--- src/rtl/seq_divider_ctrl_pkg.sv ---
// Shared types and constants for the sequenced restoring divider.
// Holds the controller state encoding, iteration count and divide-by-zero quotient.
package seq_divider_ctrl_pkg;

  typedef enum logic [1:0] {
    ST_IDLE = 2'd0,
    ST_CALC = 2'd1,
    ST_DONE = 2'd2
  } state_t;

  localparam int DATA_W     = 8;
  localparam int ITER_COUNT = 8;
  localparam int CNT_W      = $clog2(ITER_COUNT);

  localparam logic [DATA_W-1:0] DIVZ_Q_DEFAULT = 8'hFF;

  // True on the final trial-subtract iteration of an operation.
  function automatic logic last_iter(input logic [CNT_W-1:0] cnt);
    return cnt == CNT_W'(ITER_COUNT - 1);
  endfunction

endpackage

--- src/rtl/seq_divider_ctrl_adder_subtractor.sv ---
// Ripple-style W-bit adder/subtractor: m=0 adds, m=1 computes a - b as a + ~b + 1.
// In subtract mode cout=1 means no borrow, i.e. a >= b as unsigned values.
module seq_divider_ctrl_adder_subtractor
  import seq_divider_ctrl_pkg::*;
#(
  parameter int W = DATA_W
) (
  input  logic [W-1:0] a,
  input  logic [W-1:0] b,
  input  logic         m,
  output logic [W-1:0] sum,
  output logic         cout,
  output logic         overflow
);

  logic [W-1:0] b_eff;
  logic [W:0]   total;

  always_comb begin
    b_eff    = b ^ {W{m}};
    total    = {1'b0, a} + {1'b0, b_eff} + {{W{1'b0}}, m};
    sum      = total[W-1:0];
    cout     = total[W];
    overflow = (a[W-1] == b_eff[W-1]) && (sum[W-1] != a[W-1]);
  end

endmodule

--- src/rtl/seq_divider_ctrl.sv ---
// Multi-cycle unsigned 8-bit restoring divider: one trial subtraction per clock
// through a shared adder/subtractor, with start/done handshake and held results.
module seq_divider_ctrl
  import seq_divider_ctrl_pkg::*;
#(
  parameter logic [DATA_W-1:0] DIVZ_Q = DIVZ_Q_DEFAULT
) (
  input  logic              clk,
  input  logic              rst_n,
  input  logic              start,
  input  logic [DATA_W-1:0] dividend,
  input  logic [DATA_W-1:0] divisor,
  output logic              busy,
  output logic              done,
  output logic [DATA_W-1:0] quotient,
  output logic [DATA_W-1:0] remainder,
  output logic              div_by_zero
);

  // Handshake: start is only sampled in IDLE; a sampled start is accepted at that
  // edge. busy is high for the 8 CALC cycles, done pulses for one cycle after, and
  // quotient/remainder/div_by_zero stay stable until the next accepted start.

  state_t state, state_next;

  logic [DATA_W-1:0] r_reg, q_reg, d_reg;
  logic [CNT_W-1:0]  cnt;

  logic load, divz_load, iter;

  logic              carry_bit, take;
  logic [DATA_W-1:0] shifted, diff;
  logic [DATA_W-1:0] r_next, q_next;
  logic              sub_cout;
  logic              ovf_unused;

  seq_divider_ctrl_adder_subtractor #(
    .W(DATA_W)
  ) u_addsub (
    .a        (shifted),
    .b        (d_reg),
    .m        (1'b1),
    .sum      (diff),
    .cout     (sub_cout),
    .overflow (ovf_unused)
  );

  // A set carry_bit means the 9-bit partial remainder already exceeds D,
  // so the subtraction always succeeds and diff's low 8 bits are exact.
  always_comb begin
    carry_bit = r_reg[DATA_W-1];
    shifted   = {r_reg[DATA_W-2:0], q_reg[DATA_W-1]};
    take      = carry_bit | sub_cout;
    r_next    = take ? diff : shifted;
    q_next    = {q_reg[DATA_W-2:0], take};
  end

  always_ff @(posedge clk or negedge rst_n) begin
    if (!rst_n) begin
      state <= ST_IDLE;
    end else begin
      state <= state_next;
    end
  end

  always_comb begin
    state_next = state;
    busy       = 1'b0;
    done       = 1'b0;
    load       = 1'b0;
    divz_load  = 1'b0;
    iter       = 1'b0;
    case (state)
      ST_IDLE: begin
        if (start) begin
          if (divisor == '0) begin
            divz_load  = 1'b1;
            state_next = ST_DONE;
          end else begin
            load       = 1'b1;
            state_next = ST_CALC;
          end
        end
      end
      ST_CALC: begin
        busy = 1'b1;
        iter = 1'b1;
        if (last_iter(cnt)) begin
          state_next = ST_DONE;
        end
      end
      ST_DONE: begin
        done       = 1'b1;
        state_next = ST_IDLE;
      end
      default: begin
        state_next = ST_IDLE;
      end
    endcase
  end

  always_ff @(posedge clk or negedge rst_n) begin
    if (!rst_n) begin
      r_reg       <= '0;
      q_reg       <= '0;
      d_reg       <= '0;
      cnt         <= '0;
      quotient    <= '0;
      remainder   <= '0;
      div_by_zero <= 1'b0;
    end else if (load) begin
      d_reg       <= divisor;
      q_reg       <= dividend;
      r_reg       <= '0;
      cnt         <= '0;
      div_by_zero <= 1'b0;
    end else if (divz_load) begin
      quotient    <= DIVZ_Q;
      remainder   <= dividend;
      div_by_zero <= 1'b1;
    end else if (iter) begin
      r_reg <= r_next;
      q_reg <= q_next;
      cnt   <= cnt + 1'b1;
      if (last_iter(cnt)) begin
        quotient  <= q_next;
        remainder <= r_next;
      end
    end
  end

endmodule

--- config.mk ---
export PLATFORM = sky130hd
export DESIGN_NAME = seq_divider_ctrl
export DESIGN_NICKNAME = d
export VERILOG_FILES = /design/src/rtl/seq_divider_ctrl_pkg.sv /design/src/rtl/seq_divider_ctrl_adder_subtractor.sv /design/src/rtl/seq_divider_ctrl.sv
export SDC_FILE = /design/constraint.sdc
export NUM_CORES = 1
export LEC_CHECK = 0
export BUFFER_PORTS_ARGS = -buffer_cell sky130_fd_sc_hd__clkbuf_2
export CAP_MARGIN = 15
export CORE_UTILIZATION = 56
export CTS_CLUSTER_SIZE = 25
export DETAILED_ROUTE_END_ITERATION = 16
export HOLD_SLACK_MARGIN = 0.06
export PLACE_DENSITY = 0.79
export REMOVE_ABC_BUFFERS = 1
export SETUP_SLACK_MARGIN = 0.3
export SKIP_CTS_REPAIR_TIMING = 1
export SYNTH_ARGS = -nofsm -noshare
export SYNTH_HDL_FRONTEND = slang
export SYNTH_SLANG_ARGS = --single-unit
--- constraint.sdc ---
create_clock -name clk -period 2.75 [get_ports clk]
set_input_delay 0.825 -clock clk [delete_from_list [all_inputs] [get_ports clk]]
set_output_delay 0.825 -clock clk [all_outputs]
set_load 0.01 [all_outputs]
Word level (Yosys, flattened, before mapping)
Index checks and enable logic that the tools add are counted.
{ "totals": {"regBits": 46, "inputBits": 19, "output_inout_bits": 19, "word_cells": 59} }
{ "classes": {"addsub": 3, "eq_ne": 6, "n_mux": 30, "bitwise_logic": 3, "reduce_logical": 9} }
{ "ops": {"columns": ["operator", "n"], "rows": [
  ["$mux 8", 13],
  ["$mux 1", 10],
  ["$add 8x8->9", 1],
  ["$add 9x1->9 const B", 1],
  ["$mux 3", 3],
  ["$logic_not 8->1", 1],
  ["$not 8->8", 1],
  ["$reduce_bool 2->1", 4],
  ["$mux 2", 3],
  ["$ne 2x2->1 const B", 3],
  ["$pmux 2 s2", 1],
  ["$reduce_and 2->1", 2],
  ["$add 3x1->3 const B", 1],
  ["$eq 3x3->1 const B", 1],
  ["$reduce_and 3->1", 1],
  ["$eq 2x1->1 const B", 1],
  ["$eq 2x2->1 const B", 1],
  ["$logic_not 2->1", 1],
  ["$not 1->1", 1],
  ["$or 1x1->1", 1]
]} }

Longest topological paths before layout
Gate-level depths: netlist (run 1).
{ "depth": {"depth_word": 8, "mapped_depth": 11, "mapped_depth_nobuf": 10} }

Modules after synthesis
From an unflattened synthesis (run 1), not the netlist that was laid out.
{ "hier_totals": {"cells_unflattened": 240, "hier_area_um2": 2580.0} }
{ "modules_own_cells": {"columns": ["mod", "n_inst", "cells_per_inst", "area_each_um2", "seq_area_each_um2"], "rows": [
  ["seq_divider_ctrl", 1, 180, 2109.5, 1151.1],
  ["seq_divider_ctrl_adder_subtractor", 1, 60, 470.5, 0.0]
]} }

Least setup slack after synthesis (run 1)
No wires, ideal clock.
{ "synth_timing": {"kind": "input port to flip-flop", "start": "input port divisor[5]", "end": "register q_reg[5]", "setup_time_ns": 0.127, "arrival_ns": 2.067, "required_time_ns": 2.623, "slack_ns": 0.556, "path_stages": 5, "path_buffers": 1, "cell_sequence": "nor4_1 > nand2_1 > a31oi_4 > buf_4 > o21ai_0"} }
{ "synth_via": {"elab_chain_cells": 6, "word_cells_on_any_way": 11, "cone_classes": "eq/ne: 1; mux: 7; reduce/logical: 3"} }
{ "synth_rtl": {"columns": ["item", "line_no", "rtl"], "rows": [
  ["start: declaration", "seq_divider_ctrl.sv:12", "input logic [DATA_W-1:0] divisor,"],
  ["$logic_not 8->1 (*)", "seq_divider_ctrl.sv:76", "if (divisor == '0) begin"],
  ["$mux 1", "seq_divider_ctrl.sv:76", null],
  ["$mux 1", "seq_divider_ctrl.sv:75", "if (start) begin"],
  ["$mux 1", "seq_divider_ctrl.sv:73", "case (state)"],
  ["$ne 2x2->1 (no line) or $reduce_bool 2->1 (tied branches)", null, null],
  ["$reduce_and 2->1 (no line)", null, null],
  ["end signal: assignment", "seq_divider_ctrl.sv:113", "q_reg <= dividend;"],
  ["end signal: assignment", "seq_divider_ctrl.sv:123", "q_reg <= q_next;"],
  ["end: declaration", "seq_divider_ctrl.sv:26", "logic [DATA_W-1:0] r_reg, q_reg, d_reg;"]
]} }
Every way passes the cells marked *; elsewhere a longest branch is shown, timed or not.
A chain may end at the register's enable or synchronous reset.

Final worst setup path (run 1)
{ "layout_timing": {"start": "register r_reg[6]", "end": "register r_reg[7]"} }
{ "layout_via": {"elab_chain_cells": 7} }
{ "layout_rtl": {"columns": ["item", "line_no", "rtl"], "rows": [
  ["start: declaration", "seq_divider_ctrl.sv:26", null],
  ["start signal: assignment", "seq_divider_ctrl.sv:122", "r_reg <= r_next;"],
  ["$add 8x8->9", "seq_divider_ctrl_adder_subtractor.sv:21", "total = {1'b0, a} + {1'b0, b_eff} + {{W{1'b0}}, m};"],
  ["$add 9x1->9", "seq_divider_ctrl_adder_subtractor.sv:21", null],
  ["$or 1x1->1", "seq_divider_ctrl.sv:53", "take = carry_bit | sub_cout;"],
  ["$mux 8 (*)", "seq_divider_ctrl.sv:54", "r_next = take ? diff : shifted;"],
  ["$mux 8 (*)", "seq_divider_ctrl.sv:121", "end else if (iter) begin"],
  ["$mux 8 (*)", "seq_divider_ctrl.sv:117", "end else if (divz_load) begin"],
  ["$mux 8 (*)", "seq_divider_ctrl.sv:111", "end else if (load) begin"]
]} }
Every way passes the cells marked *; elsewhere a longest branch is shown, timed or not. The select of a mux whose other input is x is not followed.

==> impl_results.md, run 1 <==
* Site row count at 23
* Worst Path Buf+Inv at 2
* Vias in the first global route at 1988
* Final setup fails at 0
* Unique masters post-synth at 49
* Period utilization at 85.5%
* Commonest cells post-synth: 50 x nand2_1, 46 x dfrtp_1, 35 x o21ai_0
* Slew headroom at 67.7%
* Routability cong. at 0.967
* HPWL after DPL at 4.19 mm
* Fill cell count at 315
* DRC at 0
* Global-route wire length before repair at 9.27 mm
* DRT iter0 DRCs at 142
* Min Tclk post-route at 2.35 ns
* CTS tree: yes
* Final Max Slew Viols at 0
* Worst path arrival time at 2.53 ns
* Crit Reg-Reg Startpoint: r_reg[6]$_DFFE_PN0P_
* H-Tree Level Count at 2
* Startpoint types: flip-flop
* Via Count at 2060
* Max-cap violations at 0
* CP required at 2.93 ns
* Die area at 4620 um^2
* Syn Area/Cell at 9.51 um^2
* CTS sink cnt at 46
* Highest clock rate at 425 MHz
* Crit-path cells: ha_1, buf_4, nand2_1, o21ai_0, o21ai_4, buf_4, a2111oi_1, o21ai_0
* Worst-path maximum fanout at 10
* Worst min path class: primary input to asynchronous set/reset pin
* Die Height at 67.9 um
* Slew @ Worst Pin at 0.484 ns
* Total grt overflow at 0
* Power Density at 1410 nW/um^2
* Largest area contributor in the netlist: dfrtp_1
* Worst Clk Skew at 0.00657 ns
* Sequential area share after synthesis at 47.3%
* Top Ports at 38
* TritonRoute pass-1 iters at 4
* Maximum vdd drop at 0.784 mV
* Reg2reg setup slack at 0.40 ns
* CTS root buffer: clkbuf_8
* Post-synth top area share at 47.3%
* CORE AREA at 4090 um^2
* Worst hold margin at 0.308 ns
* Outcome: completed
* Worst setup endpoint: r_reg[7]$_DFFE_PN0P_
* Clk buf depth at 2
* Setup crit start: r_reg[6]$_DFFE_PN0P_
* Worst setup EP type: flip-flop
* Dominant cells by area after synthesis: dfrtp_1 47%, nand2_1 7.7%, o21ai_0 7.2%, ha_1 5.1%, mux2i_1 4.9%
* WL final at 5.74 mm
* Largest net degree at the start of global routing at 26
* Initial antenna violation count at 0
* Gr usage total at 27.9%
* Layout cells sized above 1 at 24.3%
* WL/cell at 16.2 um
* Static Leak at 1.35 nW
* # port buffers at 37
* RSZ-0062 raised after global routing: false
* Post-synthesis cell count at 256
* Synth warnings at 0
* Chip width at 67.9 um
* Setup Crit Path Kind: flip-flop to flip-flop
* ANT nets after route at 0
* Top FF cell, synth: dfrtp_1
* Cell with the most instances after synthesis: nand2_1
* CTS buffer count at 5
* Synthesis-stage register bit count at 46
* Clk_lat worst skew at 0.30 ns
* EDFF count, synth at 0
* Cell family with most CP delay: compound AO/OA/AOI/OAI gates
* R2r worst-path depth at 8
* CP Depth at 8
* Synthesized area at 2430 um^2
* Vias per std cell at 5.80
* Async S/R FF share, synth at 100%
* CP max-delay cell: a2111oi_1
* Initial Util at 59.6%
* RR Endpoint: r_reg[7]$_DFFE_PN0P_
* N_diodes at 0
* Setup TNS at 0 ns
* P&R area growth vs syn at 18.2%
* CP max stage delay at 0.46 ns
* Clock slew at reported path FFs at 0.08 ns
* Nets at 334
* Final hold vios at 0
[worst reg2reg max path: stages (launching register included)]
cell and delay (ns):
dfrtp_1 0.43, ha_1 0.32, buf_4 0.16, nand2_1 0.08, o21ai_0 0.30, o21ai_4 0.18
buf_4 0.17, a2111oi_1 0.46, o21ai_0 0.13
[power breakdown]
part | switching [mW] | total (mW) | internal [mW]
combinational | 1.32 | 2.36 | 1.04
clock | 0.232 | 0.503 | 0.271
sequential | 0.204 | 1.21 | 1.00
total | 1.75 | 4.07 | 2.31
[cells by family (layout without fill, tap and decap cells)]
logic type,count (synthesis),after routing,share of synthesized area (%)
AO/OA/AOI/OAI,78,78,20.4
buffers and inverters,23,72,4.62
XOR/XNOR,2,2,0.720
flip-flops,46,46,47.3
multiplexers,14,14,5.86
AND/OR/NAND/NOR,82,82,15.2
adder cells (fa/ha/maj),11,11,5.96
[how the worst min path moves through the flow]
stage	to	slack [ns]	cells after the start
CTS	r_reg[7]$_DFFE_PN0P_	0.31	1
global route	r_reg[6]$_DFFE_PN0P_	0.30	1
global placement	q_reg[7]$_DFFE_PN0P_	0.47	2
detailed placement	quotient[5]$_DFFE_PN0P_	0.48	2
finish	r_reg[6]$_DFFE_PN0P_	0.31	1
floorplan	q_reg[7]$_DFFE_PN0P_	0.45	2
[layout make-up]
cell class                 instances  area, um^2  share of cell area [%]
multi-input combinational        187        1200                    41.8
clock buffer                       6        72.6                    2.52
clock inverter                     2        37.5                    1.30
sequential                        46        1150                    40.0
timing repair buffer              51         303                    10.5
tap                               50        62.6                    2.17
inverter                          13        48.8                    1.69
[cells in the final DEF, fill, tap and decap left out, types with 2 or more instances in the layout]
master / count
a211oi_1: 3
a21oi_1: 7
a21oi_2: 2
a22o_1: 3
a22oi_1: 4
a32oi_1: 2
and3_1: 4
buf_4: 13
clkbuf_2: 37
clkbuf_8: 5
dfrtp_1: 46
ha_1: 10
inv_1: 12
mux2_2: 2
mux2i_1: 12
nand2_1: 49
nand3_1: 2
nor2_1: 10
nor3_1: 3
nor4_1: 2
nor4b_1: 2
o21a_1: 2
o21ai_0: 34
o21ai_1: 6
o21bai_1: 2
xnor2_1: 2
[stage by stage]
| step | instance area (um^2) | utilization (%) | total power, mW | setup slack, ns | std cells |
|---|---|---|---|---|---|
| after floorplan | 2370 | - | 2.71 | 0.409 | 246 |
| after global placement | 2730 | 66.8 | 3.31 | 0.356 | 346 |
| after detailed placement | 2730 | 66.8 | 3.39 | 0.257 | 346 |
| after CTS | 2840 | 69.5 | 3.92 | 0.185 | 354 |
| after global routing | 2880 | 70.5 | 4.38 | 0.311 | 355 |
| final | 2880 | 70.5 | 4.07 | 0.399 | 355 |
[metal layers]
metal	share of wire, %	up-vias	GRT usage, %
li1	-	1003	-
met1	47	1007	35.7
met2	48	41	45.8
met3	3.7	9	6.17
met4	1.7	0	10.2
met5	0	-	0
(Power assumes the default switching activity.)
==> run 2: changes to the inputs <==
==> constraint.sdc (replaced) <==
create_clock -name clk -period 2.2 [get_ports clk]
set_input_delay 0.44 -clock clk [delete_from_list [all_inputs] [get_ports clk]]
set_output_delay 0.44 -clock clk [all_outputs]
set_load 0.01 [all_outputs]
==> run 2 against run 1 <==
- the flow now finishes with violations (negative setup slack)
- non-clock buffer count is 23 higher
- die area is the same
- worst setup slack got worse by 0.60 ns
- routed wire length up 16%
- utilization up 6.8 points
- global-route usage is 0.28 points higher
- clock skew about the same
==> impl_results.md, run 2 (synthesized netlist as in run 1, its figures left out) <==
* Outcome: finished with violations
* Failing checks: negative setup slack
* Initial Util at 59.6% (unchanged)
* Vias in the first global route at 2030 (+2.1%)
* Crit Reg-Reg Startpoint: q_reg[7]$_DFFE_PN0P_
* Highest clock rate at 416 MHz (-2.2%)
* Total design power at 6.24 mW (+53%)
* Maximum vdd drop at 1.13 mV (+44%)
* Clk pwr share at 10.2% (-2.2 points)
* Via Count at 2273 (+10%)
* Startpoint types: flip-flop
* Int Pwr at 3.56 mW (+54%)
* Clk buf depth at 2 (unchanged)
* P&R area growth vs syn at 29.7%
* DRT iter0 DRCs at 216 (+52%)
* N_diodes at 0 (unchanged)
* Clock slew at reported path FFs at 0.09 ns (about the same)
* Final setup fails at 13 (+13)
* CP max stage delay at 0.40 ns (-0.06 ns)
* Worst path arrival time at 2.59 ns (+0.06 ns)
* R2r worst-path depth at 11 (+3)
* Final Max Slew Viols at 0 (unchanged)
* Die area at 4620 um^2 (unchanged)
* Critical Path Most Common Cell: inv_2
* Most frequent cells in the layout: 50 x nand2_1, 46 x dfrtp_1, 37 x clkbuf_2, 34 x buf_4, 23 x o21ai_0
* CTS sink cnt at 46 (unchanged)
* Chip width at 67.9 um (unchanged)
* CTS tree: yes
* NetSw at 2.67 mW (+52%)
* Max-cap violations at 0 (unchanged)
* Reg power frac at 24.5% (-5.2 points)
* # port buffers at 37 (unchanged)
* Post-route setup slack at -0.203 ns (-0.602 ns)
* Worst min path class: primary input to asynchronous set/reset pin
* Cell family with most CP delay: compound AO/OA/AOI/OAI gates
* H-Tree Level Count at 2 (unchanged)
* Worst Path Buf+Inv at 3 (+1)
* Worst setup EP type: flip-flop
* WL/cell at 17.6 um (+9.1%)
* Crit-path cells: inv_2, ha_4, inv_2, fa_2, a211oi_2, nor2_2, buf_4, nand4_1, o22ai_1, a2111oi_1, o21ai_1
* Cell area after layout at 3160 um^2 (+9.7%)
* Clk_lat worst skew at 0.30 ns (about the same)
* Min Tclk post-route at 2.40 ns (+0.0521 ns)
* CP required at 2.38 ns (-0.55 ns)
* Nets at 357 (+6.9%)
* Largest net degree at the start of global routing at 47 (+81%)
* CORE AREA at 4090 um^2 (unchanged)
* Total grt overflow at 0 (unchanged)
* WL final at 6.67 mm (+16%)
* Vias per std cell at 6.01 (+3.6%)
* Worst hold margin at 0.204 ns (-0.103 ns)
* Top Ports at 38 (unchanged)
* Sw Ratio at 42.8% (-0.26 points)
* Power Density at 1970 nW/um^2 (+40%)
* Comb power frac at 65.3% (+7.4 points)
* Worst-path maximum fanout at 2 (-8)
* HPWL after DPL at 4.22 mm (+0.69%)
* End-of-flow core utilization at 77.3% (+6.8 points)
* Slew headroom at 60.9% (-6.8 points)
* Static Leak at 1.49 nW (+10%)
* CTS root buffer: clkbuf_8
* RSZ-0062 raised after global routing: true
* Site row count at 23 (unchanged)
* Initial antenna violation count at 0 (unchanged)
* Global-route wire length before repair at 9.45 mm (+1.9%)
* ANT nets after route at 0 (unchanged)
* Placed Area at 2880 um^2 (+5.5%)
* Final hold vios at 0 (unchanged)
* Worst Clk Skew at 0.00686 ns (+0.000284 ns)
* CTS buffer count at 5 (unchanged)
* Gr usage total at 28.2% (+0.28 points)
* Setup crit start: q_reg[7]$_DFFE_PN0P_
* DRC at 0 (unchanged)
* Routability cong. at 0.937 (-3.1%)
* Slew @ Worst Pin at 0.586 ns (+0.102 ns)
* CP Depth at 11 (+3)
* Leading cell type in the layout, fill and taps excluded: nand2_1
* Layout cells sized above 1 at 34.5% (+10 points)
* Setup Crit Path Kind: flip-flop to flip-flop
* CP max-delay cell: dfrtp_1
* Period utilization at 109% (+24 points)
* Die Height at 67.9 um (unchanged)
* TritonRoute pass-1 iters at 4 (unchanged)
## run 2: changes by cell type in the layout (fill, tap and decap cells not counted), moves of 3 or more
| cell | before | now |
|---|---|---|
| buf_4 | 13 | 34 |
| o21ai_0 | 34 | 23 |
| o21ai_1 | 6 | 15 |
| a21oi_1 | 7 | 3 |
| a21oi_2 | 2 | 5 |
| o21ai_2 | 0 | 3 |
## run 2: cell type report
class | count | area, um^2
clock buffers | 6 | 72.6
clock inverters | 2 | 37.5
fillers | 259 | 928
inverters | 13 | 48.8
multi-input cells | 187 | 1300
flip-flops and latches | 46 | 1150
well taps | 50 | 62.6
repair buffers | 74 | 483
## run 2: per-layer routing
| metal | share of wire, % | wire (um) | vias to the layer above | track usage (%) |
|---|---|---|---|---|
| met1 | 41 | 2760 | 1103 | 35.4 |
| met5 | 0 | 0 | - | 0 |
| met4 | 2.9 | 196 | 0 | 10.2 |
| met3 | 5.7 | 379 | 22 | 7.00 |
| li1 | - | - | 1053 | - |
| met2 | 50 | 3330 | 95 | 46.7 |
## run 2: worst paths after layout
kind	slack, ns	to
worst max-delay path	-0.20	r_reg[7]$_DFFE_PN0P_
worst min-delay path	0.20	d_reg[7]$_DFFE_PN0P_
worst max register to register	-0.20	r_reg[7]$_DFFE_PN0P_
worst min register to register	0.49	quotient[4]$_DFFE_PN0P_
max in group asynchronous	1.58	q_reg[3]$_DFFE_PN0P_
min in group clk	0.35	d_reg[5]$_DFFE_PN0P_
## run 2: power by group through the flow
stage / Clock, mW / Combinational, mW / Sequential [mW]
5_1_grt: 0.673 / 4.39 / 1.57
3_3_place_gp: 0 / 3.01 / 1.50
4_1_cts: 0.633 / 3.12 / 1.51
3_5_place_dp: 0 / 3.08 / 1.52
2_1_floorplan: 0 / 1.86 / 1.52
6_report: 0.635 / 4.07 / 1.53
## run 2: per-stage QoR
| stage | setup slack (ns) | instances | TNS [ns] |
|---|---|---|---|
| floorplan | -0.0834 | 246 | -0.294 |
| global placement | -0.0994 | 366 | -0.676 |
| detailed placement | -0.139 | 366 | -1.67 |
| CTS | -0.198 | 374 | -2.49 |
| global route | -0.279 | 378 | -1.87 |
| finish | -0.203 | 378 | -0.846 |
==> run 3: changes to the inputs <==
Settings changed: MAX_ROUTING_LAYER set to met4.
==> run 3 against run 2 <==
- critical path type unchanged
- the run still ends with negative setup slack left
- worst hold slack better by 0.014 ns
- sequential cell count unchanged
- sequential power about the same
- clock power barely moved
- utilization down 0.73 points
- critical endpoint is now r_reg[2]$_DFFE_PN0P_
==> impl_results.md, run 3 (synthesized netlist as in run 1, its figures left out) <==
* Global-route wire length before repair at 9.72 mm (+2.9%)
* N_diodes at 0 (unchanged)
* Clk_lat worst skew at 0.30 ns (about the same)
* Most frequent cells in the layout: 50 x nand2_1, 46 x dfrtp_1, 37 x clkbuf_2, 34 x buf_4, 26 x o21ai_0
* CORE AREA at 4090 um^2 (unchanged)
* TritonRoute pass-1 iters at 4 (unchanged)
* Routability cong. at 0.929 (-0.82%)
* End-of-flow core utilization at 76.5% (-0.73 points)
* Slew headroom at 61.4% (+0.50 points)
* Slew @ Worst Pin at 0.579 ns (-0.00747 ns)
* Largest net degree at the start of global routing at 47 (unchanged)
* CTS tree: yes
* CTS buffer count at 5 (unchanged)
* Maximum vdd drop at 1.14 mV (+1.2%)
* Chip width at 67.9 um (unchanged)
* Min Tclk post-route at 2.27 ns (-0.137 ns)
* Highest clock rate at 441 MHz (+6.1%)
* Worst Clk Skew at 0.00934 ns (+0.00248 ns)
* Leading cell type in the layout, fill and taps excluded: nand2_1
* Failing checks: negative setup slack
* Final setup fails at 14 (+1)
* Clock slew at reported path FFs at 0.09 ns (about the same)
* CTS sink cnt at 46 (unchanged)
* Post-route setup slack at -0.0656 ns (+0.137 ns)
* CTS root buffer: clkbuf_8
* Die Height at 67.9 um (unchanged)
* Power Density at 1950 nW/um^2 (-1.5%)
* Reg2reg setup slack at -0.07 ns (+0.14 ns)
* Worst min path class: primary input to asynchronous set/reset pin
* Nets at 357 (unchanged)
* Worst-path maximum fanout at 6 (+4)
* Initial Util at 59.6% (unchanged)
* Die area at 4620 um^2 (unchanged)
* Startpoint types: flip-flop
* RR Endpoint: r_reg[2]$_DFFE_PN0P_
* # port buffers at 37 (unchanged)
* CP max-delay cell: dfrtp_1
* H-Tree Level Count at 2 (unchanged)
* Via Count at 2281 (+0.35%)
* Top Ports at 38 (unchanged)
* R2r worst-path depth at 11 (unchanged)
* Setup TNS at -0.493 ns (+0.353 ns)
* Worst path arrival time at 2.44 ns (-0.15 ns)
* Total grt overflow at 0 (unchanged)
* Clk buf depth at 2 (unchanged)
* Static Leak at 1.48 nW (-0.81%)
* Layout cells sized above 1 at 33.8% (-0.61 points)
* RSZ-0062 raised after global routing: true
* HPWL after DPL at 4.33 mm (+2.6%)
* Setup Crit Path Kind: flip-flop to flip-flop
* Crit-path cells: inv_2, ha_4, inv_2, fa_2, a211oi_4, nor2_2, o21ai_4, buf_4, nor2_1, a21oi_2, o21ai_0
* Initial antenna violation count at 0 (unchanged)
* Gr usage total at 29.9% (+1.7 points)
* Vias in the first global route at 2097 (+3.3%)
* P&R area growth vs syn at 28.5%
* WL/cell at 17.7 um (+0.18%)
* CP max stage delay at 0.40 ns (about the same)
* Worst setup EP type: flip-flop
* Worst setup endpoint: r_reg[2]$_DFFE_PN0P_
* CP required at 2.38 ns (about the same)
* Critical Path Most Common Cell: inv_2
* Final hold vios at 0 (unchanged)
* ANT nets after route at 0 (unchanged)
* Site row count at 23 (unchanged)
* Vias per std cell at 6.03 (+0.35%)
* Period utilization at 103% (-6.2 points)
* Max-cap violations at 0 (unchanged)
* Outcome: finished with violations
* DRT iter0 DRCs at 275 (+27%)
* Setup crit start: q_reg[7]$_DFFE_PN0P_
* DRC at 0 (unchanged)
* Setup WS pre-CTS at -0.208 ns (-0.0694 ns)
* Final Max Slew Viols at 0 (unchanged)
* Crit Reg-Reg Startpoint: q_reg[7]$_DFFE_PN0P_
* WL final at 6.68 mm (+0.18%)
[run 3: per-layer routing]
| layer | GRT usage (%) | share of wire [%] |
|---|---|---|
| met5 | - | 0 |
| met4 | 10.9 | 3.5 |
| met3 | 7.33 | 5.0 |
| met2 | 47.9 | 50 |
| met1 | 36.4 | 41 |
[run 3: stage by stage]
stage	power [mW]	hold WS [ns]	cells	instance area (um^2)
2_1_floorplan	3.38	0.144	246	2370
3_3_place_gp	4.49	0.476	366	2870
3_5_place_dp	4.58	0.484	366	2870
4_1_cts	5.24	0.238	374	2980
5_1_grt	6.50	0.280	378	3130
6_report	6.09	0.218	378	3130
[run 3: critical path, delay by kind of cell, from the launching register on]
family	cells	cell delay, ns
simple gates	2	0.14
fa+ha+maj	2	0.53
buf+inv	3	0.31
flops	1	0.40
compound gates	4	0.76
[run 3: layout make-up]
type	instances	area (um^2)
timing repair buffer	74	474
inverter	13	48.8
fill	262	958
tap	50	62.6
multi-input combinational	187	1280
clock buffer	6	72.6
sequential	46	1150
clock inverter	2	37.5
[run 3: where the power goes]
| group | total [mW] | switching (mW) | internal [mW] |
|---|---|---|---|
| logic | 3.93 | 2.04 | 1.89 |
| registers | 1.52 | 0.267 | 1.26 |
| clock network | 0.636 | 0.297 | 0.339 |
| total | 6.09 | 2.61 | 3.48 |
[run 3: worst min-delay path by stage]
stage | endpoint | slack [ns] | from | cells after the start
floorplan | cnt[0]$_DFFE_PN0P_ | 0.14 | rst_n | 0
global placement | q_reg[7]$_DFFE_PN0P_ | 0.48 | q_reg[7]$_DFFE_PN0P_ | 2
detailed placement | q_reg[7]$_DFFE_PN0P_ | 0.48 | q_reg[7]$_DFFE_PN0P_ | 2
CTS | quotient[6]$_DFFE_PN0P_ | 0.24 | rst_n | 2
global route | d_reg[5]$_DFFE_PN0P_ | 0.28 | rst_n | 2
finish | d_reg[6]$_DFFE_PN0P_ | 0.22 | rst_n | 2
